[src/rtl/mem_port_arbiter_if.sv]
`default_nettype none
// ============================================================================
// Module      : mem_port_arbiter_if
// Description : Bundle of the fetch, data and memory handshake signals around
//               mem_port_arbiter. The arbiter uses the slave modport. The
//               requesters and the memory model use the master modport.
// Revision    : 1.0 - initial release
// ============================================================================
interface mem_port_arbiter_if #(
    parameter int ADDR_W = 32
);
    // instruction-fetch requester
    logic              if_req;
    logic [ADDR_W-1:0] if_addr;
    logic              if_gnt;
    logic              if_rvalid;
    logic [31:0]       if_rdata;
    // load/store requester
    logic              d_req;
    logic              d_we;
    logic [1:0]        d_size;
    logic [ADDR_W-1:0] d_addr;
    logic [31:0]       d_wdata;
    logic              d_gnt;
    logic              d_rvalid;
    logic [31:0]       d_rdata;
    logic              d_err;
    // unified memory
    logic              mem_req;
    logic              mem_we;
    logic [3:0]        mem_be;
    logic [ADDR_W-1:0] mem_addr;
    logic [31:0]       mem_wdata;
    logic              mem_ack;
    logic [31:0]       mem_rdata;

    modport slave (
        input  if_req, if_addr,
        output if_gnt, if_rvalid, if_rdata,
        input  d_req, d_we, d_size, d_addr, d_wdata,
        output d_gnt, d_rvalid, d_rdata, d_err,
        output mem_req, mem_we, mem_be, mem_addr, mem_wdata,
        input  mem_ack, mem_rdata
    );

    modport master (
        output if_req, if_addr,
        input  if_gnt, if_rvalid, if_rdata,
        output d_req, d_we, d_size, d_addr, d_wdata,
        input  d_gnt, d_rvalid, d_rdata, d_err,
        input  mem_req, mem_we, mem_be, mem_addr, mem_wdata,
        output mem_ack, mem_rdata
    );
endinterface
`default_nettype wire

[src/rtl/mem_port_arbiter.sv]
`default_nettype none
// ============================================================================
// Module      : mem_port_arbiter
// Description : Shares one single-port word-wide memory between instruction
//               fetch and load/store. Data has priority. A saturating
//               starvation counter forces a fetch grant after
//               FETCH_STARVE_MAX contended data grants. The block derives
//               byte enables and lane-replicated write data. Read data goes
//               back to the requester that owns the transaction.
//               Optional macro MEM_MISALIGN_TRAP_EN: a misaligned data access
//               is granted but skips the memory. It completes on the next
//               cycle with d_err set.
// Revision    : 1.0 - initial release
// ============================================================================
module mem_port_arbiter #(
    parameter int ADDR_W           = 32,
    parameter int FETCH_STARVE_MAX = 4
) (
    input  wire logic             clk,
    input  wire logic             rst_n,
    mem_port_arbiter_if.slave     bus
);
    localparam int CNT_W = (FETCH_STARVE_MAX > 0) ? $clog2(FETCH_STARVE_MAX + 1) : 1;
    localparam logic [CNT_W-1:0] CNT_MAX = CNT_W'(FETCH_STARVE_MAX);

    typedef enum logic [1:0] {
        IDLE    = 2'd0,
        BUSY_IF = 2'd1,
        BUSY_D  = 2'd2
    } state_t;

    state_t            state_q;
    logic [CNT_W-1:0]  starve_cnt_q;
    logic              mem_req_q;
    logic              mem_we_q;
    logic [3:0]        mem_be_q;
    logic [ADDR_W-1:0] mem_addr_q;
    logic [31:0]       mem_wdata_q;
    logic              if_rvalid_q;
    logic [31:0]       if_rdata_q;
    logic              d_rvalid_q;
    logic [31:0]       d_rdata_q;

    logic              idle_d;
    logic              grant_d_d;
    logic              grant_if_d;
    logic [3:0]        d_be_d;
    logic [31:0]       d_wdata_d;
    logic [CNT_W-1:0]  cnt_inc_d;
    logic              unused_addr_bits;

    // The counter never exceeds CNT_MAX, so "below the limit" means "not at the limit".
    // Grants are blocked while reset is active, so every output stays 0 during reset.
    assign idle_d     = (state_q == IDLE) && rst_n;
    assign grant_d_d  = idle_d && bus.d_req && (!bus.if_req || (starve_cnt_q != CNT_MAX));
    assign grant_if_d = idle_d && bus.if_req && !grant_d_d;
    assign cnt_inc_d  = (starve_cnt_q == CNT_MAX) ? CNT_MAX : starve_cnt_q + CNT_W'(1);

    // Fetch is always word-aligned, so the low fetch address bits are unused.
    assign unused_addr_bits = &{1'b0, bus.if_addr[1:0]};

    // Byte enables and lane-replicated store data from the access size.
    always_comb begin
        d_be_d    = 4'b1111;
        d_wdata_d = bus.d_wdata;
        case (bus.d_size)
            2'b00: begin
                d_be_d    = 4'b0001 << bus.d_addr[1:0];
                d_wdata_d = {4{bus.d_wdata[7:0]}};
            end
            2'b01: begin
                d_be_d    = bus.d_addr[1] ? 4'b1100 : 4'b0011;
                d_wdata_d = {2{bus.d_wdata[15:0]}};
            end
            default: begin
                d_be_d    = 4'b1111;
                d_wdata_d = bus.d_wdata;
            end
        endcase
    end

`ifdef MEM_MISALIGN_TRAP_EN
    logic d_err_q;
    logic misalign_d;

    // A half access must be 2-byte aligned. A word access (size 1x) must be 4-byte aligned.
    assign misalign_d = ((bus.d_size == 2'b01) && bus.d_addr[0]) ||
                        (bus.d_size[1] && (bus.d_addr[1:0] != 2'b00));
    assign bus.d_err  = d_err_q;
`else
    assign bus.d_err  = 1'b0;
`endif

    // FSM: grant capture, memory transaction hold, and completion pulses.
    always_ff @(posedge clk or negedge rst_n) begin
        if (!rst_n) begin
            state_q      <= IDLE;
            starve_cnt_q <= '0;
            mem_req_q    <= 1'b0;
            mem_we_q     <= 1'b0;
            mem_be_q     <= 4'b0000;
            mem_addr_q   <= '0;
            mem_wdata_q  <= '0;
            if_rvalid_q  <= 1'b0;
            if_rdata_q   <= '0;
            d_rvalid_q   <= 1'b0;
            d_rdata_q    <= '0;
`ifdef MEM_MISALIGN_TRAP_EN
            d_err_q      <= 1'b0;
`endif
        end else begin
            if_rvalid_q <= 1'b0;
            d_rvalid_q  <= 1'b0;
`ifdef MEM_MISALIGN_TRAP_EN
            d_err_q     <= 1'b0;
`endif
            case (state_q)
                IDLE: begin
                    if (grant_if_d) begin
                        starve_cnt_q <= '0;
                        mem_req_q    <= 1'b1;
                        mem_we_q     <= 1'b0;
                        mem_be_q     <= 4'b1111;
                        mem_addr_q   <= {bus.if_addr[ADDR_W-1:2], 2'b00};
                        mem_wdata_q  <= '0;
                        state_q      <= BUSY_IF;
                    end else if (grant_d_d) begin
                        if (bus.if_req) begin
                            starve_cnt_q <= cnt_inc_d;
                        end else begin
                            starve_cnt_q <= '0;
                        end
`ifdef MEM_MISALIGN_TRAP_EN
                        if (misalign_d) begin
                            // Trap: no memory cycle, complete with an error next cycle.
                            d_rvalid_q <= 1'b1;
                            d_err_q    <= 1'b1;
                            d_rdata_q  <= '0;
                            state_q    <= IDLE;
                        end else
`endif
                        begin
                            mem_req_q   <= 1'b1;
                            mem_we_q    <= bus.d_we;
                            mem_be_q    <= d_be_d;
                            mem_addr_q  <= {bus.d_addr[ADDR_W-1:2], 2'b00};
                            mem_wdata_q <= d_wdata_d;
                            state_q     <= BUSY_D;
                        end
                    end else if (!bus.if_req) begin
                        starve_cnt_q <= '0;
                    end
                end
                BUSY_IF: begin
                    if (bus.mem_ack) begin
                        if_rvalid_q <= 1'b1;
                        if_rdata_q  <= bus.mem_rdata;
                        mem_req_q   <= 1'b0;
                        state_q     <= IDLE;
                    end
                end
                BUSY_D: begin
                    if (bus.mem_ack) begin
                        d_rvalid_q <= 1'b1;
                        d_rdata_q  <= mem_we_q ? 32'h0 : bus.mem_rdata;
                        mem_req_q  <= 1'b0;
                        state_q    <= IDLE;
                    end
                end
                default: begin
                    mem_req_q <= 1'b0;
                    state_q   <= IDLE;
                end
            endcase
        end
    end

    assign bus.if_gnt    = grant_if_d;
    assign bus.d_gnt     = grant_d_d;
    assign bus.if_rvalid = if_rvalid_q;
    assign bus.if_rdata  = if_rdata_q;
    assign bus.d_rvalid  = d_rvalid_q;
    assign bus.d_rdata   = d_rdata_q;
    assign bus.mem_req   = mem_req_q;
    assign bus.mem_we    = mem_we_q;
    assign bus.mem_be    = mem_be_q;
    assign bus.mem_addr  = mem_addr_q;
    assign bus.mem_wdata = mem_wdata_q;

endmodule
`default_nettype wire

[src/flat_wrapper.sv]
// flat-port wrapper written by rule: the top's interface ports become plain ports
module mem_port_arbiter_flat 
#(
    parameter int ADDR_W           = 32,
    parameter int FETCH_STARVE_MAX = 4
)
  (clk, rst_n, bus_if_req, bus_if_addr, bus_if_gnt, bus_if_rvalid, bus_if_rdata, bus_d_req, bus_d_we, bus_d_size, bus_d_addr, bus_d_wdata, bus_d_gnt, bus_d_rvalid, bus_d_rdata, bus_d_err, bus_mem_req, bus_mem_we, bus_mem_be, bus_mem_addr, bus_mem_wdata, bus_mem_ack, bus_mem_rdata);
  mem_port_arbiter_if #(.ADDR_W(ADDR_W)) bus_i ();
  input  wire logic clk;
  input  wire logic rst_n;
  input wire logic [$bits(bus_i.if_req)-1:0] bus_if_req;
  input wire logic [$bits(bus_i.if_addr)-1:0] bus_if_addr;
  output wire logic [$bits(bus_i.if_gnt)-1:0] bus_if_gnt;
  output wire logic [$bits(bus_i.if_rvalid)-1:0] bus_if_rvalid;
  output wire logic [$bits(bus_i.if_rdata)-1:0] bus_if_rdata;
  input wire logic [$bits(bus_i.d_req)-1:0] bus_d_req;
  input wire logic [$bits(bus_i.d_we)-1:0] bus_d_we;
  input wire logic [$bits(bus_i.d_size)-1:0] bus_d_size;
  input wire logic [$bits(bus_i.d_addr)-1:0] bus_d_addr;
  input wire logic [$bits(bus_i.d_wdata)-1:0] bus_d_wdata;
  output wire logic [$bits(bus_i.d_gnt)-1:0] bus_d_gnt;
  output wire logic [$bits(bus_i.d_rvalid)-1:0] bus_d_rvalid;
  output wire logic [$bits(bus_i.d_rdata)-1:0] bus_d_rdata;
  output wire logic [$bits(bus_i.d_err)-1:0] bus_d_err;
  output wire logic [$bits(bus_i.mem_req)-1:0] bus_mem_req;
  output wire logic [$bits(bus_i.mem_we)-1:0] bus_mem_we;
  output wire logic [$bits(bus_i.mem_be)-1:0] bus_mem_be;
  output wire logic [$bits(bus_i.mem_addr)-1:0] bus_mem_addr;
  output wire logic [$bits(bus_i.mem_wdata)-1:0] bus_mem_wdata;
  input wire logic [$bits(bus_i.mem_ack)-1:0] bus_mem_ack;
  input wire logic [$bits(bus_i.mem_rdata)-1:0] bus_mem_rdata;
  assign bus_i.if_req = bus_if_req;
  assign bus_i.if_addr = bus_if_addr;
  assign bus_if_gnt = bus_i.if_gnt;
  assign bus_if_rvalid = bus_i.if_rvalid;
  assign bus_if_rdata = bus_i.if_rdata;
  assign bus_i.d_req = bus_d_req;
  assign bus_i.d_we = bus_d_we;
  assign bus_i.d_size = bus_d_size;
  assign bus_i.d_addr = bus_d_addr;
  assign bus_i.d_wdata = bus_d_wdata;
  assign bus_d_gnt = bus_i.d_gnt;
  assign bus_d_rvalid = bus_i.d_rvalid;
  assign bus_d_rdata = bus_i.d_rdata;
  assign bus_d_err = bus_i.d_err;
  assign bus_mem_req = bus_i.mem_req;
  assign bus_mem_we = bus_i.mem_we;
  assign bus_mem_be = bus_i.mem_be;
  assign bus_mem_addr = bus_i.mem_addr;
  assign bus_mem_wdata = bus_i.mem_wdata;
  assign bus_i.mem_ack = bus_mem_ack;
  assign bus_i.mem_rdata = bus_mem_rdata;
  mem_port_arbiter #(.ADDR_W(ADDR_W), .FETCH_STARVE_MAX(FETCH_STARVE_MAX)) u_core (.clk(clk), .rst_n(rst_n), .bus(bus_i));
endmodule
[config.mk]
export PLATFORM = sky130hd
export DESIGN_NAME = mem_port_arbiter_flat
export DESIGN_NICKNAME = d
export VERILOG_FILES = /design/src/rtl/mem_port_arbiter_if.sv /design/src/rtl/mem_port_arbiter.sv /design/src/flat_wrapper.sv
export SDC_FILE = /design/constraint.sdc
export NUM_CORES = 1
export LEC_CHECK = 0
export ABC_AREA = 0
export CORE_MARGIN = 3
export CORE_UTILIZATION = 45
export DETAILED_ROUTE_END_ITERATION = 8
export PLACE_DENSITY = 0.86
export SYNTH_ARGS = -nofsm -noshare
export SYNTH_HDL_FRONTEND = slang
export SYNTH_SLANG_ARGS = --single-unit
[constraint.sdc]
create_clock -name clk -period 4.99 [get_ports clk]
set_input_delay 1.497 -clock clk [delete_from_list [all_inputs] [get_ports clk]]
set_output_delay 1.497 -clock clk [all_outputs]
set_load 0.05 [all_outputs]
# Word-level counts from Yosys, hierarchy flattened
# Index checks and enable logic that the tools add are counted.
dict set report op_classes {
  add_sub_neg 1
  eq_ne 8
  shifts 1
  mux 28
  n_reduce_logical 17
}
# cell n
set op_table {}
lappend op_table {{$mux W32} 5}
lappend op_table {{$pmux W32 S2} 1}
lappend op_table {{$mux W3} 5}
lappend op_table {{$mux W4} 3}
lappend op_table {{$reduce_and A2 Y1} 5}
lappend op_table {{$mux W1} 8}
lappend op_table {{$pmux W4 S2} 1}
lappend op_table {{$mux W2} 3}
lappend op_table {{$logic_and A1 B1 Y1} 5}
lappend op_table {{$eq A2 B1 Y1 const B} 2}
lappend op_table {{$logic_not A2 Y1} 2}
lappend op_table {{$pmux W2 S2} 1}
lappend op_table {{$shl A1 B2 Y4 const A} 1}
lappend op_table {{$add A3 B1 Y3 const B} 1}
lappend op_table {{$eq A3 B3 Y1 const B} 1}
lappend op_table {{$ne A3 B1 Y1 const B} 1}
lappend op_table {{$ne A3 B2 Y1 const B} 1}
lappend op_table {{$ne A3 B3 Y1 const B} 1}
lappend op_table {{$eq A2 B2 Y1 const B} 1}
lappend op_table {{$logic_not A1 Y1} 2}
lappend op_table {{$ne A2 B1 Y1 const B} 1}
lappend op_table {{$pmux W1 S2} 1}
lappend op_table {{$reduce_bool A2 Y1} 1}
lappend op_table {{$reduce_or A2 Y1} 1}
lappend op_table {{$logic_or A1 B1 Y1} 1}
dict set report word_totals {
  regBits 141
  out_inout_bits 139
  word_cells 66
}

# Longest topological paths before layout
# Gate-level depths: netlist (run 1).
dict set report logic_depth {
  word_depth 8
  mapped_depth 8
  depth_no_buf 5
}

# Worst setup path before layout (run 1)
# No wires, ideal clock.
dict set report synth_path {
  kind {input to output}
  start {in rst_n}
  end {out bus_if_gnt}
  arrival_time_ns 2.280
  required_ns 3.493
  setup_slack_ns 1.213
  cell_stages 4
  path_cell_list {and3_4 a21boi_4 buf_4 buf_6}
}
dict set report synth_between {
  elab_chain_len 5
}
# element line
set synth_rtl {}
lappend synth_rtl {{start, declared} flat_wrapper.sv:10} ;# input wire logic rst_n;
lappend synth_rtl {{$logic_and A1 B1 Y1 *} mem_port_arbiter.sv:54} ;# assign idle_d = (state_q == IDLE) && rst_n;
lappend synth_rtl {{$logic_and A1 B1 Y1 (2 in a row)} mem_port_arbiter.sv:55} ;# assign grant_d_d = idle_d && bus.d_req && (!bus.if_req || (starve_cnt_q != CNT_MAX));
lappend synth_rtl {{$logic_not A1 Y1} mem_port_arbiter.sv:56} ;# assign grant_if_d = idle_d && bus.if_req && !grant_d_d;
lappend synth_rtl {{$logic_and A1 B1 Y1 *} mem_port_arbiter.sv:56}
lappend synth_rtl {{end, declared} flat_wrapper.sv:13} ;# output wire logic [$bits(bus_i.if_gnt)-1:0] bus_if_gnt;
# Every way passes the cells marked *; elsewhere a longest branch is shown, timed or not.

# Final worst setup path (run 1)
dict set report layout_path {
  start {in bus_d_req}
  end {out bus_d_gnt}
}
dict set report layout_between {
  elab_chain_len 2
}
# element line
set layout_rtl {}
lappend layout_rtl {{start, declared} flat_wrapper.sv:16} ;# input wire logic [$bits(bus_i.d_req)-1:0] bus_d_req;
lappend layout_rtl {{$logic_and A1 B1 Y1 (2 in a row)} mem_port_arbiter.sv:55}
lappend layout_rtl {{end, declared} flat_wrapper.sv:21} ;# output wire logic [$bits(bus_i.d_gnt)-1:0] bus_d_gnt;
# Every way passes these cells.

==> flow_summary.ini, run 1 <==
[status]
outcome = completed

[global_routing]
grt_pass1_wl_mm = 27.8
grt-ovfl-total = 0
first_global_vias = 5350
antenna_found_initial = 0
grt_start_max_net_pins = 66
track_usage = 0.242

[cts]
clk_root_buffer_cell = clkbuf_16
max_root_sink_buffers = 2
total_cts_buffers = 17
numClockSinks = 139
post_cts_resized = 0
count_of_hold_buffers_inserted_by_post_cts_repair = 0
postCtsSetupBuffers = 0
h-tree-depth = 4
clk_pin_slew_worst_paths_ns = 0.06
cts_tree = yes
clkLatencyLatePin_ns = 0.41

[floorplan]
die_outline_height_um = 122
floorplan.rows = 41
dieWidth_um = 122
boundary_pin_count = 275
initial_core_util = 0.470
die-area_um2 = 14900
placeableCoreArea_um2 = 12900

[sta]
worst-slew-pin-transition_ns = 1.22
fin_crit_sh = 0.853
finalHoldViolations = 0
clock.fmax_ghz = 0.235
min_period_ns = 4.26
setup_viol = 0
timing.slew.headroom = 0.184
maxSlewViolCount = 0
setup_tns_ns = 0
clock_skew_ns = 0.00985
rsz0062_at_grt = false

[layout]
final_net_count = 924
final_cell_count_no_fill = 968
layout_commonest_cell = clkdlybuf4s50_1
antennaDiodeCount = 0
finish.instance_area_um2 = 9410
drive_gt1_frac = 0.101
fin_util = 0.728
most_used_cells_in_the_layout_excluding_fill_and_tap_cells = clkdlybuf4s50_1, dfrtp_1, nand2_1
num-fill-cells = 877
area_growth_syn_to_layout_pct = 55.0

[yosys]
ys_async_sr_fraction = 1.00
synth_area_leader_cell = dfrtp_1
yosysWarnings = 0
ys_top_cells_by_area = dfrtp_1, mux2_2, a221o_1
mappedNetlistArea_um2 = 6070
synth_cell_types = 35
synth.top_cell.area_share = 0.573
synth_flop_cell = dfrtp_1
ys_ff_latch = 139
synth_area_per_cell_um2 = 11.5
postSynthCellCount = 527
synth-edff-count = 0
yosysSeqAreaShare = 0.573

[drt]
drtIter0Drc = 334
drt_pass1_iterations = 4
drc_errors = 0
detail_route.vias_per_cell = 5.29
post_drt_wl_per_cell_um = 18.4
wirelength_mm = 17.8
detail-route-antenna-nets = 0
vias = 5116

[critical_path]
r2r.worst_path.cells = 6
data_required_critical_path_ns = 3.49
start_of_the_worst_register_to_register_path = u_core.state_q[1]$_DFFE_PN0P_
highest_cell_delay_on_the_worst_timing_path_ns = 0.71
critical_path.top_delay_family = buffers and inverters
ff2ff_setup_slack_ns = 2.69
worstPathBufferInverterCount = 2
timing.rr.end = u_core.bus.mem_wdata[12]$_DFFE_PN0P_
cp_slowest_cell = clkdlybuf4s50_1
start_kind = input port
critical_path.cell_chain = clkdlybuf4s50_1 -> nand3_1 -> nor2_2 -> buf_12
worst_ep_arrival_time_ns = 2.76
cp_max_fo = 8
critical_path.endpoint_type = output pin
setup.worst_path.class = in2out

[pwr]
internal_power_mw = 3.75
clockPowerShare = 0.166
power.leakage_nw = 4.06
power.sequential.fraction = 0.273
p_sw_frac = 0.473
max-vdd-ir-drop_v = 0.000422
pwr-share-comb = 0.561
power.total_mw = 7.12
power.density_cell_area_nw_per_um2 = 756
power_switching_mw = 3.37

[place]
place_area_um2 = 8850
dpl.cell_count = 936
weighted_congestion_reported_at_the_end_of_routability_driven_placement = 0.842
port_buffers = 269
post-dp-hpwl_mm = 13.1

[min_path]
min-delay-start = u_core.bus.d_rdata[7]$_DFFE_PN0P_
worst_hold_path.endpoint = u_core.bus.d_rdata[7]$_DFFE_PN0P_
hold_path_depth = 2
hold_path_class = reg2reg

[job]
maxCapViolCount = 0
routing by layer:
metal / global-route usage / part of all wire / vias up / routed length (um)
li1: - / - / 2360 / -
met2: 0.427 / 0.51 / 241 / 9060
met1: 0.270 / 0.38 / 2490 / 6670
met3: 0.0822 / 0.091 / 25 / 1610
met5: 0 / 0 / - / 0
met4: 0.0910 / 0.024 / 0 / 432
cells by family (layout without fill, tap and decap cells):
group / after synthesis / in the layout / synth area share
buffers and inverters: 50 / 317 / 0.0435
AND/OR/NAND/NOR: 150 / 150 / 0.122
multiplexers: 57 / 57 / 0.101
other: 1 / 3 / 0.000618
adder cells (fa/ha/maj): 5 / 5 / 0.0103
AO/OA/AOI/OAI: 125 / 125 / 0.150
flip-flops: 139 / 139 / 0.573
cells in the mapped netlist, types with 5 or more instances:
cell type and number:
a22o_1 9, a21oi_1 12, mux2_2 33, dfrtp_1 139, o21ai_0 45, o31ai_1 16
clkbuf_1 14, and2_1 19, buf_4 9, nand2b_1 32, mux2i_1 24, ha_1 5
buf_2 16, nand2_1 78, a221o_1 30, inv_1 8, and2_0 11
worst reg2reg max path: stages, from the launching register on:
cell and delay, ns:
dfrtp_1 0.41, inv_1 0.12, ha_1 0.36, and3_4 0.29, a21boi_4 0.22, buf_4 0.53
o31ai_1 0.22
layout make-up:
cell class                      instances  area, um2  share of cell area
Clock inverter                         12        115              0.0122
Tap cell                              172        215              0.0229
Sequential cell                       139       3480               0.370
Inverter                                8       30.0             0.00319
Timing Repair Buffer                  277       2770               0.295
Multi-Input combinational cell        340       2350               0.250
Clock buffer                           20        447              0.0475
state kept, by name, summed over array words and instances (netlist names):
name and flops:
u_core.bus.if_rvalid 1, u_core.bus.mem_wdata 32, u_core.bus.mem_addr 30, u_core.bus.mem_req 1, u_core.starve_cnt_q 3, u_core.bus.d_rvalid 1, u_core.state_q 2, u_core.bus.d_rdata 32
u_core.bus.mem_we 1, u_core.bus.if_rdata 32, u_core.bus.mem_be 4
power by group through the flow:
stage	logic (mW)	registers, mW	clock network [mW]
detailed placement	4.02	1.95	0
finish	3.99	1.94	1.18
global placement	3.95	1.93	0
global route	4.18	2.00	1.26
floorplan	0.841	3.67	0
CTS	4.02	1.95	1.20
worst max-delay path by stage:
| stage | slack [ns] | from | depth (start not counted) | endpoint |
|---|---|---|---|---|
| 2_1_floorplan | 1.21 | rst_n | 4 | bus_if_gnt |
| 3_3_place_gp | 0.77 | bus_d_req | 4 | bus_d_gnt |
| 3_5_place_dp | 0.73 | bus_d_req | 4 | bus_d_gnt |
| 4_1_cts | 0.73 | bus_d_req | 4 | bus_d_gnt |
| 5_1_grt | 0.64 | bus_d_req | 4 | bus_d_gnt |
| 6_report | 0.73 | bus_d_req | 4 | bus_d_gnt |
stage by stage:
stage | hold WS (ns) | worst slack (ns)
floorplan | 0.468 | 1.21
global placement | 0.463 | 0.766
detailed placement | 0.470 | 0.735
CTS | 0.483 | 0.731
global route | 0.505 | 0.636
finish | 0.481 | 0.734
Note: power is estimated with default switching activity, not from simulation.
==> run 2, diff against run 1 <==
CORE_MARGIN = unset   (was 3)
==> flow_summary.ini, run 2 (same netlist as run 1, synthesis figures left out) <==
[critical_path]
worstPathBufferInverterCount = 2
highest_cell_delay_on_the_worst_timing_path_ns = 0.71
data_required_critical_path_ns = 3.49
cp_slowest_cell = clkdlybuf4s50_1
worst_ep_arrival_time_ns = 2.85
start_kind = input port
critical_path.top_delay_family = buffers and inverters
critical_path.endpoint_type = output pin
critical_path.cell_chain = clkdlybuf4s50_1 -> nand3_1 -> nor2_2 -> buf_12
setup.worst_path.class = in2out
cp_max_fo = 8

[cts]
clk_root_buffer_cell = clkbuf_16
count_of_hold_buffers_inserted_by_post_cts_repair = 0
cts_tree = yes
postCtsSetupBuffers = 0
total_cts_buffers = 17
post_cts_resized = 0
h-tree-depth = 4
clkLatencyLatePin_ns = 0.42
clk_pin_slew_worst_paths_ns = 0.06
max_root_sink_buffers = 2
numClockSinks = 139

[sta]
rsz0062_at_grt = false
timing.slew.headroom = 0.273
min_period_ns = 4.35
layout_setup_ws_ns = 0.640
setup_viol = 0
hold_ws_ns = 0.486
clock.fmax_ghz = 0.230
finalHoldViolations = 0
worst-slew-pin-transition_ns = 1.09
setup_tns_ns = 0
clock_skew_ns = 0.00822
fin_crit_sh = 0.872
maxSlewViolCount = 0

[place]
weighted_congestion_reported_at_the_end_of_routability_driven_placement = 0.873
place_worst_setup_slack_ns = 0.635
dpl.cell_count = 939
place_area_um2 = 8850
post-dp-hpwl_mm = 12.3
port_buffers = 269

[layout]
area_growth_syn_to_layout_pct = 55.6
final_net_count = 923
most_used_cells_in_the_layout_excluding_fill_and_tap_cells = clkdlybuf4s50_1, dfrtp_1, nand2_1
drive_gt1_frac = 0.0994
finish.instance_area_um2 = 9450
layout_commonest_cell = clkdlybuf4s50_1
fin_util = 0.716
antennaDiodeCount = 0
final_cell_count_no_fill = 971

[global_routing]
track_usage = 0.260
grt_pass1_wl_mm = 27.6
antenna_found_initial = 0
grt_start_max_net_pins = 86
first_global_vias = 5341
grt-ovfl-total = 0

[floorplan]
die-area_um2 = 14000
initial_core_util = 0.460
dieWidth_um = 118
floorplan.rows = 42
die_outline_height_um = 118
boundary_pin_count = 275
placeableCoreArea_um2 = 13200

[min_path]
hold_path_class = reg2reg

[drt]
drtIter0Drc = 345
vias = 5136
post_drt_wl_per_cell_um = 18.0
detail-route-antenna-nets = 0
wirelength_mm = 17.5
detail_route.vias_per_cell = 5.29
drc_errors = 0
drt_pass1_iterations = 5

[pwr]
power.density_cell_area_nw_per_um2 = 762
max-vdd-ir-drop_v = 0.000452
power.leakage_nw = 4.08
power.total_mw = 7.20

[status]
outcome = completed

[job]
maxCapViolCount = 0
[run 2: cell types whose count changed in the layout (fill, tap and decap cells not counted), sizes merged]
cell      delta
clkinv       +2
clkbuf       +1
buf          -1
inv          -3
bufinv       +2
clkinvlp     -2
[run 2: worst register-to-register path: cells and delay by family (launching register included)]
family / cells / cell delay, ns
DFF: 1 / 0.40
buffers and inverters: 2 / 0.65
AOI/OAI and AO/OA: 2 / 0.45
adders and majority gates: 1 / 0.35
and+or+nand+nor: 1 / 0.29
[run 2: report_power, final]
group / leakage, nW / switching [mW] / internal (mW) / total [mW]
Combinational: 2.06 / 2.56 / 1.40 / 3.96
Clock: 0.285 / 0.468 / 0.809 / 1.28
Sequential: 1.74 / 0.319 / 1.64 / 1.96
[run 2: area by class of cell]
cell class,count,area [um2]
Clock inverter,11,144
Tap cell,176,220
Multi-Input combinational cell,340,2350
Fill cell,896,3740
Timing Repair Buffer,276,2770
Inverter,8,30.0
Sequential cell,139,3480
Clock buffer,21,460
[run 2: per-layer routing]
layer | vias up | routed length [um] | GRT usage
met5 | - | 0 | 0
met4 | 0 | 803 | 0.152
met3 | 52 | 1200 | 0.0647
met2 | 247 | 8590 | 0.435
met1 | 2475 | 6870 | 0.304
li1 | 2362 | - | -
[run 2: final timing paths]
kind / start / to / slack, ns / cells past startpoint
worst max-delay path: bus_d_req / bus_d_gnt / 0.64 / 4
worst min-delay path: u_core.bus.mem_wdata[11]$_DFFE_PN0P_ / u_core.bus.mem_wdata[11]$_DFFE_PN0P_ / 0.49 / 2
worst max register to register: u_core.state_q[1]$_DFFE_PN0P_ / u_core.bus.mem_wdata[20]$_DFFE_PN0P_ / 2.72 / 6
worst min register to register: u_core.bus.mem_wdata[11]$_DFFE_PN0P_ / u_core.bus.mem_wdata[11]$_DFFE_PN0P_ / 0.49 / 2
max in group asynchronous: rst_n / u_core.bus.if_rdata[10]$_DFFE_PN0P_ / 2.17 / 3
min in group asynchronous: rst_n / u_core.starve_cnt_q[0]$_DFFE_PN0P_ / 0.91 / 1
